<file path="src/rtl/axicb_pkg.sv">
// rtl/axicb_pkg.sv - shared types and helpers for the AXI crossbar write admission control
package axicb_pkg;

    typedef enum logic [1:0] {
        IDLE    = 2'd0,
        WAIT    = 2'd1,
        EXPIRED = 2'd2
    } ostdg_state_t;

    // Width needed to hold an outstanding count in 0..max_ostdg
    function automatic int ostdg_cnt_w(input int max_ostdg);
        return $clog2(max_ostdg + 1);
    endfunction

endpackage

</file>
<file path="src/rtl/axicb_ostdg_tracker.sv">
// rtl/axicb_ostdg_tracker.sv - one master's outstanding counter, response watchdog and flags
module axicb_ostdg_tracker
    import axicb_pkg::*;
#(
    parameter int MAX_OSTDG      = 4,
    parameter int TIMEOUT_ENABLE = 1,
    parameter int TIMEOUT_CYCLES = 1024,
    localparam int CNT_W         = ostdg_cnt_w(MAX_OSTDG),
    localparam int TMR_W         = $clog2(TIMEOUT_CYCLES)
) (
    input  logic             aclk,
    input  logic             aresetn,
    input  logic             srst,
    input  logic             aw_hs,
    input  logic             b_hs,
    output logic [CNT_W-1:0] cnt,
    output logic             blocked,
    output logic             timeout,
    output logic             unexp_b
);

    localparam logic [CNT_W-1:0] CNT_MAX = CNT_W'(MAX_OSTDG);
    // timer_q holds (cycles since last progress - 1), so hitting this value
    // with no B response means the next cycle is TIMEOUT_CYCLES after progress
    localparam logic [TMR_W-1:0] TMR_LAST = TMR_W'(TIMEOUT_CYCLES - 2);

    logic [CNT_W-1:0] cnt_q, cnt_d;
    logic [TMR_W-1:0] timer_q, timer_d;
    ostdg_state_t     state_q, state_d;
    logic             timeout_q, timeout_d;
    logic             unexp_q, unexp_d;

    // Outstanding count: AW adds, B removes, an unmatched B is flagged and ignored
    always_comb begin
        cnt_d   = cnt_q;
        unexp_d = b_hs && (cnt_q == '0);
        if (aw_hs && !b_hs) begin
            cnt_d = cnt_q + CNT_W'(1);
        end else if (b_hs && !aw_hs && (cnt_q != '0)) begin
            cnt_d = cnt_q - CNT_W'(1);
        end else if (aw_hs && b_hs && (cnt_q == '0)) begin
            cnt_d = CNT_W'(1);
        end
    end

    // Watchdog: time out a master whose outstanding writes see no B progress
    always_comb begin
        state_d   = state_q;
        timer_d   = timer_q;
        timeout_d = timeout_q;
        case (state_q)
            IDLE: begin
                timer_d = '0;
                if (cnt_d != '0) state_d = WAIT;
            end
            WAIT: begin
                if (cnt_d == '0) begin
                    state_d = IDLE;
                    timer_d = '0;
                end else if (b_hs) begin
                    timer_d = '0;
                end else if ((TIMEOUT_ENABLE != 0) && (timer_q == TMR_LAST)) begin
                    state_d   = EXPIRED;
                    timeout_d = 1'b1;
                end else begin
                    timer_d = timer_q + TMR_W'(1);
                end
            end
            EXPIRED: begin
                if (cnt_d == '0) begin
                    state_d = IDLE;
                    timer_d = '0;
                end
            end
            default: begin
                state_d = IDLE;
                timer_d = '0;
            end
        endcase
        if (TIMEOUT_ENABLE == 0) begin
            timer_d   = '0;
            timeout_d = 1'b0;
        end
    end

    // State registers; srst and aresetn both return to the power-on state
    always_ff @(posedge aclk or negedge aresetn) begin
        if (!aresetn) begin
            cnt_q     <= '0;
            timer_q   <= '0;
            state_q   <= IDLE;
            timeout_q <= 1'b0;
            unexp_q   <= 1'b0;
        end else if (srst) begin
            cnt_q     <= '0;
            timer_q   <= '0;
            state_q   <= IDLE;
            timeout_q <= 1'b0;
            unexp_q   <= 1'b0;
        end else begin
            cnt_q     <= cnt_d;
            timer_q   <= timer_d;
            state_q   <= state_d;
            timeout_q <= timeout_d;
            unexp_q   <= unexp_d;
        end
    end

    assign cnt     = cnt_q;
    assign blocked = (cnt_q == CNT_MAX) || (state_q == EXPIRED);
    assign timeout = timeout_q;
    assign unexp_b = unexp_q;

endmodule

</file>
<file path="src/rtl/axicb_wr_ostdg_ctrl.sv">
// rtl/axicb_wr_ostdg_ctrl.sv - per-master write admission controller in front of the write switch
module axicb_wr_ostdg_ctrl
    import axicb_pkg::*;
#(
    parameter int MST_NB         = 4,
    parameter int MAX_OSTDG      = 4,
    parameter int TIMEOUT_ENABLE = 1,
    parameter int TIMEOUT_CYCLES = 1024,
    localparam int CNT_W         = ostdg_cnt_w(MAX_OSTDG)
) (
    input  logic                    aclk,
    input  logic                    aresetn,
    input  logic                    srst,
    input  logic [MST_NB-1:0]       m_awvalid,
    output logic [MST_NB-1:0]       m_awready,
    output logic [MST_NB-1:0]       s_awvalid,
    input  logic [MST_NB-1:0]       s_awready,
    input  logic [MST_NB-1:0]       bvalid,
    input  logic [MST_NB-1:0]       bready,
    output logic [MST_NB*CNT_W-1:0] ostdg_cnt,
    output logic [MST_NB-1:0]       blocked,
    output logic [MST_NB-1:0]       timeout,
    output logic [MST_NB-1:0]       unexp_b
);

    logic [MST_NB-1:0] aw_hs;
    logic [MST_NB-1:0] b_hs;

    // The mask comes only from tracker registers, so no ready/valid loop forms here
    assign s_awvalid = m_awvalid & ~blocked;
    assign m_awready = s_awready & ~blocked;
    assign aw_hs     = s_awvalid & s_awready;
    assign b_hs      = bvalid & bready;

    for (genvar i = 0; i < MST_NB; i++) begin : g_mst
        axicb_ostdg_tracker #(
            .MAX_OSTDG      (MAX_OSTDG),
            .TIMEOUT_ENABLE (TIMEOUT_ENABLE),
            .TIMEOUT_CYCLES (TIMEOUT_CYCLES)
        ) u_trk (
            .aclk    (aclk),
            .aresetn (aresetn),
            .srst    (srst),
            .aw_hs   (aw_hs[i]),
            .b_hs    (b_hs[i]),
            .cnt     (ostdg_cnt[i*CNT_W +: CNT_W]),
            .blocked (blocked[i]),
            .timeout (timeout[i]),
            .unexp_b (unexp_b[i])
        );
    end

endmodule

</file>
<file path="config.mk">
export PLATFORM = sky130hd
export DESIGN_NAME = axicb_wr_ostdg_ctrl
export DESIGN_NICKNAME = d
export VERILOG_FILES = /design/src/rtl/axicb_pkg.sv /design/src/rtl/axicb_ostdg_tracker.sv /design/src/rtl/axicb_wr_ostdg_ctrl.sv
export SDC_FILE = /design/constraint.sdc
export NUM_CORES = 1
export LEC_CHECK = 0
export BUFFER_PORTS_ARGS = -buffer_cell sky130_fd_sc_hd__clkbuf_2
export CELL_PAD_IN_SITES_DETAIL_PLACEMENT = 1
export CELL_PAD_IN_SITES_GLOBAL_PLACEMENT = 1
export CORE_MARGIN = 2
export CORE_UTILIZATION = 25
export CTS_BUF_LIST = sky130_fd_sc_hd__clkbuf_4
export DETAILED_ROUTE_END_ITERATION = 10
export GPL_TIMING_DRIVEN = 0
export PLACE_DENSITY = 0.58
export SYNTH_ARGS = -nofsm -noshare
export SYNTH_HDL_FRONTEND = slang
export SYNTH_SLANG_ARGS = --single-unit
</file>
<file path="constraint.sdc">
create_clock -name aclk -period 4.9 [get_ports aclk]
set_clock_uncertainty 0.15 [all_clocks]
set_input_delay 0.49 -clock aclk [delete_from_list [all_inputs] [get_ports aclk]]
set_output_delay 0.49 -clock aclk [all_outputs]
set_load 0.005 [all_outputs]
</file>
# Yosys cells after proc, flatten, opt, wreduce, memory -nomap -nowiden
# Index checks and enable logic that the tools add are counted.
# word_totals
output_inout_bits	32
word_cells	249
input_bits	19
regBits	68
# op_classes
n_reduce_logical	76
bitwise_logic	5
mux	92
eq_ne	44
addsub	12
# op_table
op	n
10-bit two-way mux	20
10-bit case mux with 2 select lines	4
2-bit two-way mux	24
3-bit two-way mux	16
10-bit by 1-bit adder with 10-bit output (second input constant)	4
10-bit == test (second input constant)	4
4-bit AND reduction	8
1-bit logical AND	24
3-bit logical NOT	8
1-bit two-way mux	24
3-bit by 2-bit inequality test with 1-bit output (second input constant)	8
2-bit case mux with 3 select lines	4
3-bit nonzero test	8
5-bit by 4-bit inequality test with 1-bit output (second input constant)	4
4-bit bitwise AND	4
2-bit inequality test (second input constant)	8
4-bit by 2-bit inequality test with 1-bit output (second input constant)	4
4-bit by 3-bit inequality test with 1-bit output (second input constant)	4
2-bit nonzero test	8
3-bit by 1-bit adder with 3-bit output (second input constant)	4
3-bit == test (second input constant)	4
3-bit by 1-bit subtractor with 3-bit output (second input constant)	4
2-bit by 1-bit == test with 1-bit output (second input constant)	4
2-bit == test (second input constant)	4
5 further kinds	21

# Longest topological paths before layout
# logic_depth
ltp_word	14
depth_mapped	10
ltp_nobuf	9

# Modules after synthesis
# Synthesis repeated with hierarchy kept, for this count alone.
# hier_totals
hier_cells	510
area_unflattened_um2	4584.4
# by_module_without_submodules
module	seq_area_each_um2	n_inst	area_each_um2	cells_per_inst
axicb_ostdg_tracker (g_mst[0].u_trk ...)	425.4	2	1133.6	126
axicb_ostdg_tracker (g_mst[3].u_trk)	425.4	1	1108.6	120
axicb_ostdg_tracker (g_mst[1].u_trk)	425.4	1	1098.6	122
axicb_wr_ostdg_ctrl	0.0	1	110.1	16

# Worst setup path after synthesis
# OpenSTA, ideal clock, no wires.
# synth_path
path_kind	flip-flop to flip-flop
from	reg g_mst[2].u_trk.cnt_q[0]
to	reg g_mst[2].u_trk.timer_q[7]
period_less_slack_ns	2.619
n_path_buf	0
setup_ns	0.077
t_arrival_ns	2.392
required_time_ns	4.673
stages_incl_launch_ff	10
setup_slack_ns	2.281
cell_sequence	dfrtp_1 inv_1 ha_1 nor2b_1 a311o_1 mux2_4 mux2i_4 a211oi_4 or4_1 a21oi_1
# synth_via
elab_chain_cells	14
elab_cells_between_ends	25
cone_classes	add/sub (2); eq/ne (3); mux (6); bitwise (3); reduce/logical (11)
# synth_lines
element	line	text
from (decl)	axicb_ostdg_tracker.sv:27	logic [CNT_W-1:0] cnt_q, cnt_d;
from (signal assigned)	axicb_ostdg_tracker.sv:101	cnt_q <= cnt_d;
3-bit == test	axicb_ostdg_tracker.sv:110	assign blocked = (cnt_q == CNT_MAX) || (state_q == EXPIRED);
1-bit logical OR	axicb_ostdg_tracker.sv:110	
4-bit NOT	axicb_wr_ostdg_ctrl.sv:30	assign s_awvalid = m_awvalid & ~blocked;
4-bit bitwise AND	axicb_wr_ostdg_ctrl.sv:30	
4-bit bitwise AND	axicb_wr_ostdg_ctrl.sv:32	assign aw_hs = s_awvalid & s_awready;
1-bit logical AND / 1-bit logical NOT (equally long branches)	axicb_ostdg_tracker.sv:41, axicb_ostdg_tracker.sv:39	
1-bit logical AND, on equally long branches	axicb_ostdg_tracker.sv:41, axicb_ostdg_tracker.sv:39	
3-bit two-way mux / 1-bit logical AND (equally long branches)	axicb_ostdg_tracker.sv:41, axicb_ostdg_tracker.sv:39	
3-bit two-way mux	axicb_ostdg_tracker.sv:39	end else if (b_hs && !aw_hs && (cnt_q != '0)) begin
3-bit two-way mux (*)	axicb_ostdg_tracker.sv:37	if (aw_hs && !b_hs) begin
3-bit logical NOT (*)	axicb_ostdg_tracker.sv:57, axicb_ostdg_tracker.sv:70	
10-bit two-way mux	axicb_ostdg_tracker.sv:57	if (cnt_d == '0) begin
10-bit case mux with 2 select lines	axicb_ostdg_tracker.sv:51	case (state_q)
10-bit two-way mux	axicb_ostdg_tracker.sv:94	end else if (srst) begin
to (signal assigned)	axicb_ostdg_tracker.sv:102	timer_q <= timer_d;
to (decl)	axicb_ostdg_tracker.sv:28	logic [TMR_W-1:0] timer_q, timer_d;
# Every way passes the cells marked *; elsewhere a longest branch is shown, timed or not.
# A chain may end at the register's enable or synchronous reset.

# Worst setup path in the final report
# layout_path
from	reg g_mst[3].u_trk.cnt_q[1]
to	reg g_mst[3].u_trk.timer_q[8]
# layout_via
elab_chain_cells	14
elab_cells_between_ends	25
cone_classes	add/sub (2); eq/ne (3); mux (6); bitwise (3); reduce/logical (11)
# layout_lines
element	line
from (decl)	axicb_ostdg_tracker.sv:27
from (signal assigned)	axicb_ostdg_tracker.sv:101
3-bit == test	axicb_ostdg_tracker.sv:110
1-bit logical OR	axicb_ostdg_tracker.sv:110
4-bit NOT	axicb_wr_ostdg_ctrl.sv:30
4-bit bitwise AND	axicb_wr_ostdg_ctrl.sv:30
4-bit bitwise AND	axicb_wr_ostdg_ctrl.sv:32
1-bit logical AND / 1-bit logical NOT (equally long branches)	axicb_ostdg_tracker.sv:41, axicb_ostdg_tracker.sv:39
1-bit logical AND, on equally long branches	axicb_ostdg_tracker.sv:41, axicb_ostdg_tracker.sv:39
3-bit two-way mux / 1-bit logical AND (equally long branches)	axicb_ostdg_tracker.sv:41, axicb_ostdg_tracker.sv:39
3-bit two-way mux	axicb_ostdg_tracker.sv:39
3-bit two-way mux (*)	axicb_ostdg_tracker.sv:37
3-bit logical NOT (*)	axicb_ostdg_tracker.sv:57, axicb_ostdg_tracker.sv:70
10-bit two-way mux	axicb_ostdg_tracker.sv:57
10-bit case mux with 2 select lines	axicb_ostdg_tracker.sv:51
10-bit two-way mux	axicb_ostdg_tracker.sv:94
to (signal assigned)	axicb_ostdg_tracker.sv:102
to (decl)	axicb_ostdg_tracker.sv:28
# Marks and branches as above.

==> flow_summary.toml <==
[critical_path]
endpoint_kind = "flop"
path_depth = 10
reg2reg_depth = 10
required_ns = 5.05
reg2reg_from = "g_mst[3].u_trk.cnt[1]$_DFF_PN0_"
path_cells = "inv_1 -> ha_1 -> nand2_1 -> nand4_1 -> a21oi_1 -> o2bb2a_1 -> mux2i_1 -> and3_1 -> buf_2 -> a311oi_1"
worst-path-max-fanout = 10
worstSetupPathType = "reg -> reg"
cp-start-kind = "flop"
critPathLaunch = "g_mst[3].u_trk.cnt[1]$_DFF_PN0_"
slowest_stage = "dfrtp_1"
slowest_delay_ns = 0.45
critical_path.top_delay_family = "compound AO/OA/AOI/OAI gates"
arrival_ns = 3.11
cp_num_buf_inv = 2

[route]
wl_met3_um = 423
wl_um = 12000
wl_met2_um = 5630
postRouteAntennaNets = 0
wl_per_cell_um = 15.0
drt-initial-drc-count = 190
dr_total_vias = 3958
vias_per_cell = 4.95
drc_errors = 0
wl_met1_um = 5680
top_layer_used = "met4"
first_pass_iters = 4

[timing]
drv_slew = 0
period_share_pct = 60.4
whs_ns = 0.191
hold_violations = 0
rsz0062_at_grt = "no"
setup_viol = 0
fin_crit_ns = 2.96
max_slew.worst_pin.slew_ns = 0.695
slew_headroom_pct = 53.4
finalSetupTns_ns = 0
fmax_ghz = 0.338

[worst_hold_path]
hold_path_depth = 2
hp-class = "in -> reg"
min_from = "srst"

[synthesis]
synth_seq_area_share_pct = 39.4
syn_area_mm2 = 0.00432
synth_nets = 545
synth_edf_count = 0
yosys_warnings = 0
synth_cells = 506
synth_ff_type = "dfrtp_1"
synth_top_cell_area_share_pct = 39.4
syn_area_per_cell_um2 = 8.53
ys_top_cells_by_area = "dfrtp_1 39%, a21oi_1 6.4%, ha_1 5.8%"
ys_async_sr_fraction_pct = 100
ys_ff_latch = 68
yosys.area.top_type = "dfrtp_1"
synth.distinct_cells = 64

[place]
dp.cells = 782
dp_hpwl_um = 8810
gp_congestion = 0.794
port_buffers = 50

[floorplanning]
pin_count = 51
core_area_mm2 = 0.0171
start_util_pct = 25.3
die_area_mm2 = 0.0183
num_rows = 48
die_h_um = 135
fp.dieW_um = 135

[global_routing]
grt_pass1_wl_um = 20100
track_usage_pct = 13.7
grt_pass1_vias = 4084
grt.overflow.total = 0
grt_max_degree = 53
grt_antenna_before_repair = 1

[cts]
cts.path.max_buffers = 2
cts.sinks = 68
tritoncts.num_buffers = 9
cts_tree = "built"
cts_resized = 0
htreeDepth = 3
ctsRootBufferMaster = "clkbuf_4"
clk_pin_slew_ns = 0.12
clkLatencyLatePin_ns = 0.45

[pwr]
power_frac_comb_pct = 31.6
swShare_pct = 36.5
cellLeakagePower_nw = 2.19
intPower_mw = 0.933
pwr-share-clk_pct = 25.5
p_switching_mw = 0.537
max-vdd-ir-drop_v = 0.0000885
p_per_area_mw_per_mm2 = 293
seqPwrFrac_pct = 42.9

[cells_and_area]
areaGrowthSynthToFinish_pct = 16.3
mostFrequentLayoutCell = "dfrtp_1"
drive_gt1_share_pct = 16.4
layout.cells.most_common_list = "68 x dfrtp_1, 55 x a21oi_1, 51 x nor2_1"
seqCellArea_mm2 = 0.00170
multi_input_area_mm2 = 0.00241
fin_cells = 800
layout.nets = 608
nFillCells = 2059

[run_status]
status = "finished clean"

[run]
cap_violations = 0
-- power groups by stage --
stage / sequential (mW) / combinational (mW) / clock (mW)
6_report: 0.631 / 0.464 / 0.375
5_1_grt: 0.638 / 0.526 / 0.414
4_1_cts: 0.631 / 0.472 / 0.398
3_5_place_dp: 0.642 / 0.468 / 0
3_3_place_gp: 0.641 / 0.448 / 0
2_1_floorplan: 0.634 / 0.319 / 0
-- logic make-up (layout without fill, tap and decap cells) --
logic type	after synthesis	after routing	share of synthesized area, %
simple gates	233	233	28.4
compound gates	134	134	19.0
flops	68	68	39.4
buf+inv	41	109	4.70
fa+ha+maj	21	21	6.03
xor+xnor	5	5	1.01
mux	4	4	1.33
other cells	0	1	0
-- layer usage --
metal / vias to the layer above / global-route usage [%]
met5: - / 0
met4: 0 / 5.56
met2: 48 / 23.0
met3: 16 / 2.73
met1: 1939 / 17.4
li1: 1955 / -
-- sequential cells by signal (all words and copies together) (netlist names) --
signal               flops
g_mst.u_trk.state_q      8
g_mst.u_trk.cnt         12
g_mst.u_trk.unexp_b      4
g_mst.u_trk.timeout      4
g_mst.u_trk.timer_q     40
-- stage by stage --
step | util [%] | worst slack, ns | total power, mW | cell area [um2]
CTS | 29.4 | 1.92 | 1.50 | 5020
global placement | 28.4 | 1.98 | 1.09 | 4850
floorplan | - | 2.28 | 0.953 | 4320
global route | 29.4 | 1.63 | 1.58 | 5020
finish | 29.4 | 1.94 | 1.47 | 5020
detailed placement | 28.6 | 1.91 | 1.11 | 4880
-- layout make-up --
class                           count  area share [%]
Clock inverter                      6            1.10
Timing Repair Buffer               52            5.78
Buffer                             23            2.69
Sequential cell                    68            33.9
Antenna cell                        1          0.0499
Multi-Input combinational cell    397            48.0
Tap cell                          225            5.61
Clock buffer                       10            1.50
Inverter                           18            1.35
-- synth_stat cells (2+ instances only) --
cell type and instances:
dfrtp_1 68, a21oi_1 55, nor2_1 51, nand2_1 41
o21ai_0 36, and3_1 24, nand3_1 23, ha_1 20
inv_1 18, or3_1 16, nor3_1 13, buf_4 12
nor2b_1 12, nand4_1 9, clkbuf_1 8, nand2b_1 8
and2_1 6, and4_1 5, a211oi_1 4, a31oi_1 4
nand3b_1 4, nor3b_1 4, a21o_1 3, a311oi_1 3
buf_2 3, o21a_1 3, or2_2 3, xor2_1 3
a2bb2oi_1 2, a31o_2 2, a41oi_1 2, mux2i_1 2
nor4b_1 2, o221a_2 2, o31a_1 2, o31ai_1 2
or3b_2 2, or4_1 2, xnor2_1 2
-- what timing repair did --
item	in CTS	in global routing
setup buffers	0	0
endpoints found under the hold margin	16	0
hold buffers	1	0
-- final timing paths --
path | endpoint | slack [ns]
max in group asynchronous | g_mst[1].u_trk.timer_q[0]$_DFFE_PN0P_ | 3.72
min in group asynchronous | g_mst[2].u_trk.timer_q[1]$_DFFE_PN0P_ | 0.32
worst max-delay path | g_mst[3].u_trk.timer_q[8]$_DFFE_PN0P_ | 1.94
worst max register to register | g_mst[3].u_trk.timer_q[8]$_DFFE_PN0P_ | 1.94
worst min register to register | g_mst[0].u_trk.state_q[0]$_DFFE_PN0P_ | 0.33
worst min-delay path | g_mst[2].u_trk.state_q[1]$_DFFE_PN0P_ | 0.19
Note: power is estimated with default switching activity, not from simulation.
